[src/rtl/cpu_pkg.sv]
// Shared CPU constants and types used by the register file read path.
//   WIDTH      : data width of an architectural register
//   NREGS      : number of architectural registers
//   reg_addr_t : 5-bit register index
//   XZR        : index of the hardwired zero register
package cpu_pkg;

  localparam int WIDTH = 64;
  localparam int NREGS = 32;

  typedef logic [4:0] reg_addr_t;

  localparam reg_addr_t XZR = 5'd31;

  // True when the index names a backed register (only meaningful when NREGS < 32).
  function automatic logic addr_in_range(input reg_addr_t addr, input int nregs);
    return ({1'b0, addr} < 6'(nregs));
  endfunction

endpackage : cpu_pkg

[src/rtl/regfile_read_mux.sv]
// Combinational read port of the register file.
// Selects one entry, forces the zero register and out-of-range indices to 0, and
// forwards a same-cycle write so the reader sees the value being written.
//   mem      : current register contents
//   rd_addr  : register being read
//   wr_en    : write strobe from WB
//   wr_addr  : register being written this cycle
//   wr_data  : value being written this cycle
//   rd_value : resulting read value
module regfile_read_mux
  import cpu_pkg::*;
#(
  parameter int        WIDTH    = cpu_pkg::WIDTH,
  parameter int        NREGS    = cpu_pkg::NREGS,
  parameter reg_addr_t ZERO_REG = cpu_pkg::XZR
) (
  input  logic [WIDTH-1:0] mem [NREGS],
  input  reg_addr_t        rd_addr,
  input  logic             wr_en,
  input  reg_addr_t        wr_addr,
  input  logic [WIDTH-1:0] wr_data,
  output logic [WIDTH-1:0] rd_value
);

  // Zero register and unbacked indices read as 0; bypass beats storage.
  always_comb begin
    rd_value = '0;
    if (rd_addr == ZERO_REG) begin
      rd_value = '0;
    end else if (!addr_in_range(rd_addr, NREGS)) begin
      rd_value = '0;
    end else if (wr_en && (wr_addr == rd_addr)) begin
      rd_value = wr_data;
    end else begin
      rd_value = mem[rd_addr];
    end
  end

endmodule : regfile_read_mux

[src/rtl/regfile_reader.sv]
// 32 x 64-bit register file with two registered read ports at the ID/EX boundary.
//   clk, reset           : rising-edge clock, synchronous active-high reset
//   wr_en/wr_addr/wr_data: write port driven by WB (never blocked by stall/flush)
//   rd_req               : decode presents a valid instruction
//   rd_addr_a/rd_addr_b  : source register indices
//   stall                : hold read outputs and valid
//   flush                : turn the next outputs into a bubble
//   rd_data_a/rd_data_b  : registered read values (one cycle latency)
//   rd_valid             : outputs belong to a live instruction
module regfile_reader
  import cpu_pkg::*;
#(
  parameter int        WIDTH    = cpu_pkg::WIDTH,
  parameter int        NREGS    = cpu_pkg::NREGS,
  parameter reg_addr_t ZERO_REG = cpu_pkg::XZR
) (
  input  logic             clk,
  input  logic             reset,
  input  logic             wr_en,
  input  reg_addr_t        wr_addr,
  input  logic [WIDTH-1:0] wr_data,
  input  logic             rd_req,
  input  reg_addr_t        rd_addr_a,
  input  reg_addr_t        rd_addr_b,
  input  logic             stall,
  input  logic             flush,
  output logic [WIDTH-1:0] rd_data_a,
  output logic [WIDTH-1:0] rd_data_b,
  output logic             rd_valid
);

  logic [WIDTH-1:0] r_mem [NREGS];
  logic [WIDTH-1:0] w_rd_value_a;
  logic [WIDTH-1:0] w_rd_value_b;
  logic [WIDTH-1:0] r_rd_data_a;
  logic [WIDTH-1:0] r_rd_data_b;
  logic             r_rd_valid;

  // Storage: one enable-register per entry. Reset is folded into the enable and
  // data path so every entry clears synchronously; the zero register never loads.
  for (genvar gi = 0; gi < NREGS; gi++) begin : g_entry
    logic             w_en;
    logic [WIDTH-1:0] w_d;

    // Per-entry enable and next value.
    always_comb begin
      w_en = 1'b0;
      w_d  = '0;
      if (reset) begin
        w_en = 1'b1;
        w_d  = '0;
      end else if (wr_en && (wr_addr == reg_addr_t'(gi)) && (wr_addr != ZERO_REG)) begin
        w_en = 1'b1;
        w_d  = wr_data;
      end else begin
        w_en = 1'b0;
        w_d  = '0;
      end
    end

    // Enable-register cell.
    always_ff @(posedge clk) begin
      if (w_en) begin
        r_mem[gi] <= w_d;
      end else begin
        r_mem[gi] <= r_mem[gi];
      end
    end
  end

  regfile_read_mux #(
    .WIDTH   (WIDTH),
    .NREGS   (NREGS),
    .ZERO_REG(ZERO_REG)
  ) u_read_mux_a (
    .mem     (r_mem),
    .rd_addr (rd_addr_a),
    .wr_en   (wr_en),
    .wr_addr (wr_addr),
    .wr_data (wr_data),
    .rd_value(w_rd_value_a)
  );

  regfile_read_mux #(
    .WIDTH   (WIDTH),
    .NREGS   (NREGS),
    .ZERO_REG(ZERO_REG)
  ) u_read_mux_b (
    .mem     (r_mem),
    .rd_addr (rd_addr_b),
    .wr_en   (wr_en),
    .wr_addr (wr_addr),
    .wr_data (wr_data),
    .rd_value(w_rd_value_b)
  );

  // Output stage: reset > flush > stall > normal. Data is captured even when
  // rd_req is low; only valid tracks the request.
  always_ff @(posedge clk) begin
    if (reset) begin
      r_rd_data_a <= '0;
      r_rd_data_b <= '0;
      r_rd_valid  <= 1'b0;
    end else if (flush) begin
      r_rd_data_a <= '0;
      r_rd_data_b <= '0;
      r_rd_valid  <= 1'b0;
    end else if (stall) begin
      r_rd_data_a <= r_rd_data_a;
      r_rd_data_b <= r_rd_data_b;
      r_rd_valid  <= r_rd_valid;
    end else begin
      r_rd_data_a <= w_rd_value_a;
      r_rd_data_b <= w_rd_value_b;
      r_rd_valid  <= rd_req;
    end
  end

  assign rd_data_a = r_rd_data_a;
  assign rd_data_b = r_rd_data_b;
  assign rd_valid  = r_rd_valid;

endmodule : regfile_reader
[config.mk]
export PLATFORM = sky130hd
export DESIGN_NAME = regfile_reader
export DESIGN_NICKNAME = d
export VERILOG_FILES = /design/src/rtl/cpu_pkg.sv /design/src/rtl/regfile_read_mux.sv /design/src/rtl/regfile_reader.sv
export SDC_FILE = /design/constraint.sdc
export NUM_CORES = 2
export LEC_CHECK = 0
export ABC_AREA = 0
export BUFFER_PORTS_ARGS = -buffer_cell sky130_fd_sc_hd__buf_2
export CORE_MARGIN = 2
export CORE_UTILIZATION = 57
export CTS_BUF_LIST = sky130_fd_sc_hd__clkbuf_4 sky130_fd_sc_hd__clkbuf_8 sky130_fd_sc_hd__clkbuf_16
export CTS_CLUSTER_SIZE = 30
export DETAILED_ROUTE_END_ITERATION = 16
export PLACE_DENSITY = 0.76
export SETUP_SLACK_MARGIN = 0.2
export SLEW_MARGIN = 5
export SYNTH_ARGS = -nofsm -noshare
export SYNTH_HDL_FRONTEND = slang
export SYNTH_SLANG_ARGS = --single-unit
[constraint.sdc]
create_clock -name clk -period 5.35 [get_ports clk]
set_input_delay 1.3375 -clock clk [delete_from_list [all_inputs] [get_ports clk]]
set_output_delay 1.3375 -clock clk [all_outputs]
set_load 0.005 [all_outputs]
* Word level (Yosys, flattened, before mapping)
Index checks and enable logic that the tools add are counted.
** Operators by class
- $lt $le $gt $ge :: 2
- Eq/ne operators :: 36
- Mux-type cells :: 74
- Bitwise logic cells :: 34
- Reductions and logical operators :: 100
** Operators with widths (number)
- 64-bit binary-select mux with 5-bit select :: 2
- 64-bit two-way mux :: 8
- 5-bit == test (second input constant) :: 18
- 1-bit logical AND :: 66
- 2-bit OR reduction :: 33
- 1-bit two-way mux :: 64
- 5-bit by 4-bit == test with 1-bit output (second input constant) :: 8
- 1-bit NOT :: 32
- 5-bit by 3-bit == test with 1-bit output (second input constant) :: 4
- 6-bit >= comparator (second input constant) :: 2
- 5-bit NOT with 6-bit output :: 2
- 5-bit by 2-bit == test with 1-bit output (second input constant) :: 2
- 5-bit == test :: 2
- 5-bit by 1-bit == test with 1-bit output (second input constant) :: 1
- 5-bit zero test :: 1
- 5-bit inequality test (second input constant) :: 1
** Storage, ports and cells
- Bits in registers :: 2177
- Output and inout port bits :: 129
- Logic and storage cells :: 281

* Longest topological paths before layout
- Word-level depth :: 6
- Mapped depth :: 10
- Gate-level depth less buffers :: 5

* Hierarchy
From an unflattened synthesis, not the netlist that was laid out.
** Second synthesis, totals
- Cells, all modules :: 7882
- Area, all modules :: 116575.6 µm²
** Modules (own cells, without submodules)
- regfile_reader :: instances 1, cells an instance 5398, area each 83093.4 µm², sequential area each 64081.5 µm²
- regfile_read_mux :: instances 2, cells an instance 1242, area each 16741.1 µm², sequential area each 0.0 µm²

* Least setup slack after synthesis
OpenSTA, ideal clock, no wires.
- Path type :: input to register
- From :: input wr_addr[2]
- To :: register r_mem[1536] in the netlist's numbering (enable)
- Library setup time :: 0.499 ns
- Arrival time :: 5.070 ns
- Slack :: -0.219 ns
- Stages on the path :: 4
- Buffers on the path :: 1
- Cell sequence :: clkbuf_1 > nor2b_1 > nand3_1 > o21bai_1
** Between the ends
- Cells in the longest elaborated chain, start to end :: 5
- Elaborated cells on any way between the ends :: 6
- Those cells by class :: eq/ne (2); mux (2); reduce/logical (2)
** RTL lines
- from (decl) :: line regfile_reader.sv:20 : input reg_addr_t wr_addr,
- 5-bit by 3-bit == test with 1-bit output :: line regfile_reader.sv:52 : end else if (wr_en && (wr_addr == reg_addr_t'(gi)) && (wr_addr != ZERO_REG)) begin
- 1-bit logical AND :: line regfile_reader.sv:52
- 1-bit logical AND * :: line regfile_reader.sv:52
- 1-bit two-way mux * :: line regfile_reader.sv:52
- 1-bit two-way mux * :: line regfile_reader.sv:49 : if (reset) begin
- named net g_entry[7].w_en :: line regfile_reader.sv:42 : logic w_en;
- to (signal, indexed assignment) :: line regfile_reader.sv:64 : r_mem[gi] <= w_d;
- to (signal, indexed assignment) :: line regfile_reader.sv:66 : r_mem[gi] <= r_mem[gi];
- to (decl) :: line regfile_reader.sv:32 : logic [WIDTH-1:0] r_mem [NREGS];
The timed path passes the listed nets; every way through them passes the cells marked *.
A chain may end at the register's enable or synchronous reset.

* Worst setup path in the final report
- From :: input rd_addr_b[0]
- To :: register r_rd_data_b[40] (netlist: rd_data_b[40])
** Between the ends
- Cells in the longest elaborated chain, start to end :: 6
- Elaborated cells on any way between the ends :: 9
- Those cells by class :: eq/ne (2); mux (5); bitwise (1); reduce/logical (1)
** RTL lines
- from (decl) :: line regfile_reader.sv:24 : input reg_addr_t rd_addr_b,
- 5-bit NOT with 6-bit output (not written as such) :: line regfile_read_mux.sv:35 : rd_value = mem[rd_addr];
- 64-bit binary-select mux with 5-bit select :: line regfile_read_mux.sv:35
- 64-bit two-way mux (not written as such) (2 in series) :: line regfile_read_mux.sv:35
- 64-bit two-way mux :: line regfile_read_mux.sv:32 : end else if (wr_en && (wr_addr == rd_addr)) begin
- 64-bit two-way mux * :: line regfile_read_mux.sv:28 : if (rd_addr == ZERO_REG) begin
- to (signal assigned) :: line regfile_reader.sv:110 : r_rd_data_b <= r_rd_data_b;
- to (signal assigned) :: line regfile_reader.sv:114 : r_rd_data_b <= w_rd_value_b;
- to (decl) :: line regfile_reader.sv:36 : logic [WIDTH-1:0] r_rd_data_b;
Mark *: on every way between the ends. The rest lies on a longest branch, timed or not. The select of a mux whose other input is x is not followed.

==> impl_metrics.env <==
export IMPL_dp_cells=9758
export IMPL_hold_buffers=0
export IMPL_overflow=0
export IMPL_cp_required_ns=6.13
export IMPL_clockBufferDepth=3
export IMPL_rows=162
export IMPL_relSlewSlack=-0.01735
export IMPL_finalHoldViolations=0
export IMPL_peakVddDrop_mv=0.3666
export IMPL_reg2reg_setup_slack_ns=2.41
export IMPL_async_flop_share=0
export IMPL_setup_violations_final=0
export IMPL_endpoint_kind="flip-flop"
export IMPL_finalNonFillerCells=10207
export IMPL_ys_flop_type="edfxtp_1"
export IMPL_ys_seq_area_frac=0.5749
export IMPL_ant_nets=0
export IMPL_holdWs_ns=0.4863
export IMPL_slowest_delay_ns=1.27
export IMPL_p_leak_nw=43.80
export IMPL_cp_num_buf_inv=4
export IMPL_yosys_warnings=0
export IMPL_syn_inst=7440
export IMPL_vias=76117
export IMPL_clock_sinks=2177
export IMPL_grt_pass1_wl_um=544100
export IMPL_cts_buffers=221
export IMPL_antenna_found_initial=38
export IMPL_hp_start="rd_data_b[45]$_SDFFE_PP0N_"
export IMPL_root_buffer="clkbuf_16"
export IMPL_core_area_sq_mm=0.1946
export IMPL_area_growth_pct=11.29
export IMPL_path_cells="buf_8 -> buf_12 -> buf_12 -> buf_4 -> mux4_2 -> a2111oi_0 -> a211oi_1 -> a221o_1"
export IMPL_wl_um=389000
export IMPL_critical_path_top_delay_family="compound AO/OA/AOI/OAI gates"
export IMPL_rsz0062_at_grt="false"
export IMPL_numPortBuffers=213
export IMPL_critPathKind="primary input to flip-flop"
export IMPL_worstReg2RegStart="r_mem[1537]$_SDFFCE_PP0P_"
export IMPL_num_io_pins=214
export IMPL_drt_wirelength_per_cell_um=38.11
export IMPL_p_per_area_mw_per_mm2=322.4
export IMPL_cap_viol_max_count=1
export IMPL_ys_ff_latch=2177
export IMPL_grt_max_degree=73
export IMPL_dp_hpwl_um=220900
export IMPL_period_minus_slack_ns=4.114
export IMPL_fp_dieW_um=446.2
export IMPL_path_common_cell="buf_12"
export IMPL_min_path_type="flip-flop to flip-flop"
export IMPL_cts_tree="built"
export IMPL_tightestPinTransition_ns=1.488
export IMPL_die_area_sq_mm=0.1991
export IMPL_drc=0
export IMPL_drtIter0Drc=13715
export IMPL_cp_max_fo=39
export IMPL_min_period_over_period=0.7690
export IMPL_first_pass_iters=8
export IMPL_via_per_inst=7.457
export IMPL_outcome="finished, violations left"
export IMPL_cts_setup_buffers=0
export IMPL_cp_data_arrival_time_ns=4.90
export IMPL_syn_cell_area_sq_mm=0.1115
export IMPL_clkTransAtPathRegs_ns=0.06
export IMPL_post_cts_resized=0
export IMPL_grt_pass1_vias=75793
export IMPL_die_y_um=446.2
export IMPL_cp_slowest_cell="a2111oi_0"
export IMPL_syn_avg_cell_area_sq_um=14.98
export IMPL_critPathLaunchType="primary input"
export IMPL_violations="capacitance limit, slew limit"
export IMPL_slew_violations=1
export IMPL_layout_drive_gt1_share=0.2356
export IMPL_synth_edff_count=2048
export IMPL_max_freq_ghz=0.2431
export IMPL_rr_worst_depth=5
export IMPL_whs_path_depth=1
export IMPL_fin_skew_ns=0.04310
export IMPL_routabilityCongestion=0.8818
export IMPL_fin_nets=7524
export IMPL_r2r_end="rd_data_b[1]$_SDFFE_PP0N_"
export IMPL_mostFrequentLayoutCell="edfxtp_1"
export IMPL_start_util=0.5728
export IMPL_grt_usage=0.3880
export IMPL_htree_levels=4
export IMPL_hold_end="rd_data_b[45]$_SDFFE_PP0N_"
export IMPL_clock_latency_ns=0.88
export IMPL_synth_cell_types=47
export IMPL_mostFrequentLayoutCells="2048 x edfxtp_1, 1984 x and2_1, 769 x mux4_2, 512 x mux2i_1, 238 x buf_4"
[kinds of logic after synthesis]
logic type             count (synthesis)  share of synthesized area
XOR/XNOR                              10                  0.0007857
flip-flops                          2177                     0.5749
AND/OR/NAND/NOR                     2084                     0.1157
other                                  1                 0.00003364
multiplexers                        1283                     0.2016
buffers and inverters                832                    0.03218
AO/OA/AOI/OAI                       1053                    0.07480
[synthesized netlist by cell type, types with 4 or more instances]
cell type	number	share of area
a21o_1	9	0.00061
o21ai_0	4	0.00018
nor2_1	37	0.0012
o22ai_1	125	0.0070
mux4_2	769	0.16
nand3_1	9	0.00040
dfxtp_1	129	0.023
nor3_1	9	0.00040
a2111oi_2	15	0.0020
nand2_1	15	0.00051
clkbuf_1	638	0.021
a2111oi_1	14	0.0013
o221ai_1	127	0.010
nor2b_1	9	0.00051
mux2i_1	512	0.046
xor2_1	4	0.00031
a21oi_1	119	0.0053
buf_4	47	0.0032
and2_1	1984	0.11
a22oi_1	127	0.0086
or2_2	5	0.00028
buf_6	22	0.0022
a221o_1	126	0.011
a31o_2	4	0.00031
buf_2	98	0.0044
a211oi_1	142	0.0096
buf_1	27	0.00091
a2111oi_0	88	0.0069
xnor2_1	6	0.00047
a22o_1	126	0.0099
o21bai_1	20	0.0013
edfxtp_1	2048	0.55
[worst register-to-register path, delay by kind of cell (launching register included)]
family             cells  cell delay (ns)
DFF                    1             0.40
muxes                  1             0.51
AOI/OAI and AO/OA      4             1.93
[cell type report]
type / count / area [sq um]
Antenna cell: 32 / 80.08
Clock buffer: 328 / 6566
Clock inverter: 89 / 668.1
Fill cell: 13580 / 70530
Multi-Input combinational cell: 4494 / 44690
Sequential cell: 2177 / 64080
Tap cell: 2542 / 3181
Timing Repair Buffer: 545 / 4787
[through the flow]
step | setup TNS (ns) | power (mW) | utilization | area (sq um) | worst slack (ns)
2_1_floorplan | -63.59 | 22.94 | - | 111800 | -0.2190
3_3_place_gp | 0 | 24.50 | 0.5998 | 116700 | 0.2218
3_5_place_dp | 0 | 24.68 | 0.5999 | 116700 | 0.6487
4_1_cts | 0 | 39.80 | 0.6371 | 124000 | 1.604
5_1_grt | 0 | 40.72 | 0.6372 | 124000 | 1.265
6_report | 0 | 39.99 | 0.6375 | 124100 | 1.236
[layer usage]
layer,GRT usage,share of wire
met5,0.001954,0.000090
met4,0.2553,0.074
met3,0.1223,0.15
met2,0.5869,0.45
met1,0.4831,0.32
[report_power, final]
part	leakage [nW]	total, mW	switching [mW]	internal, mW
registers	20.6	20.1	0.538	19.6
clock network	3.66	15.5	6.75	8.73
logic	19.5	4.39	2.61	1.77
total	43.8	40.0	9.90	30.1
[sequential cells by signal, summed over array words and instances (netlist names)]
signal     count
r_mem       2048
rd_data_a     64
rd_data_b     64
rd_valid       1
[worst max-delay path by stage]
stage	start	endpoint	slack (ns)	cells after the start
after floorplan	wr_addr[2]	r_mem[1536]$_SDFFCE_PP0P_	-0.22	4
after global placement	rd_addr_b[0]	rd_data_b[0]$_SDFFE_PP0N_	0.22	7
after detailed placement	rd_addr_b[0]	rd_data_b[40]$_SDFFE_PP0N_	0.65	8
after CTS	rd_addr_b[0]	rd_data_b[40]$_SDFFE_PP0N_	1.60	8
after global routing	rd_addr_b[0]	rd_data_b[40]$_SDFFE_PP0N_	1.27	8
final	rd_addr_b[0]	rd_data_b[40]$_SDFFE_PP0N_	1.24	8
Note: power is estimated with default switching activity, not from simulation.
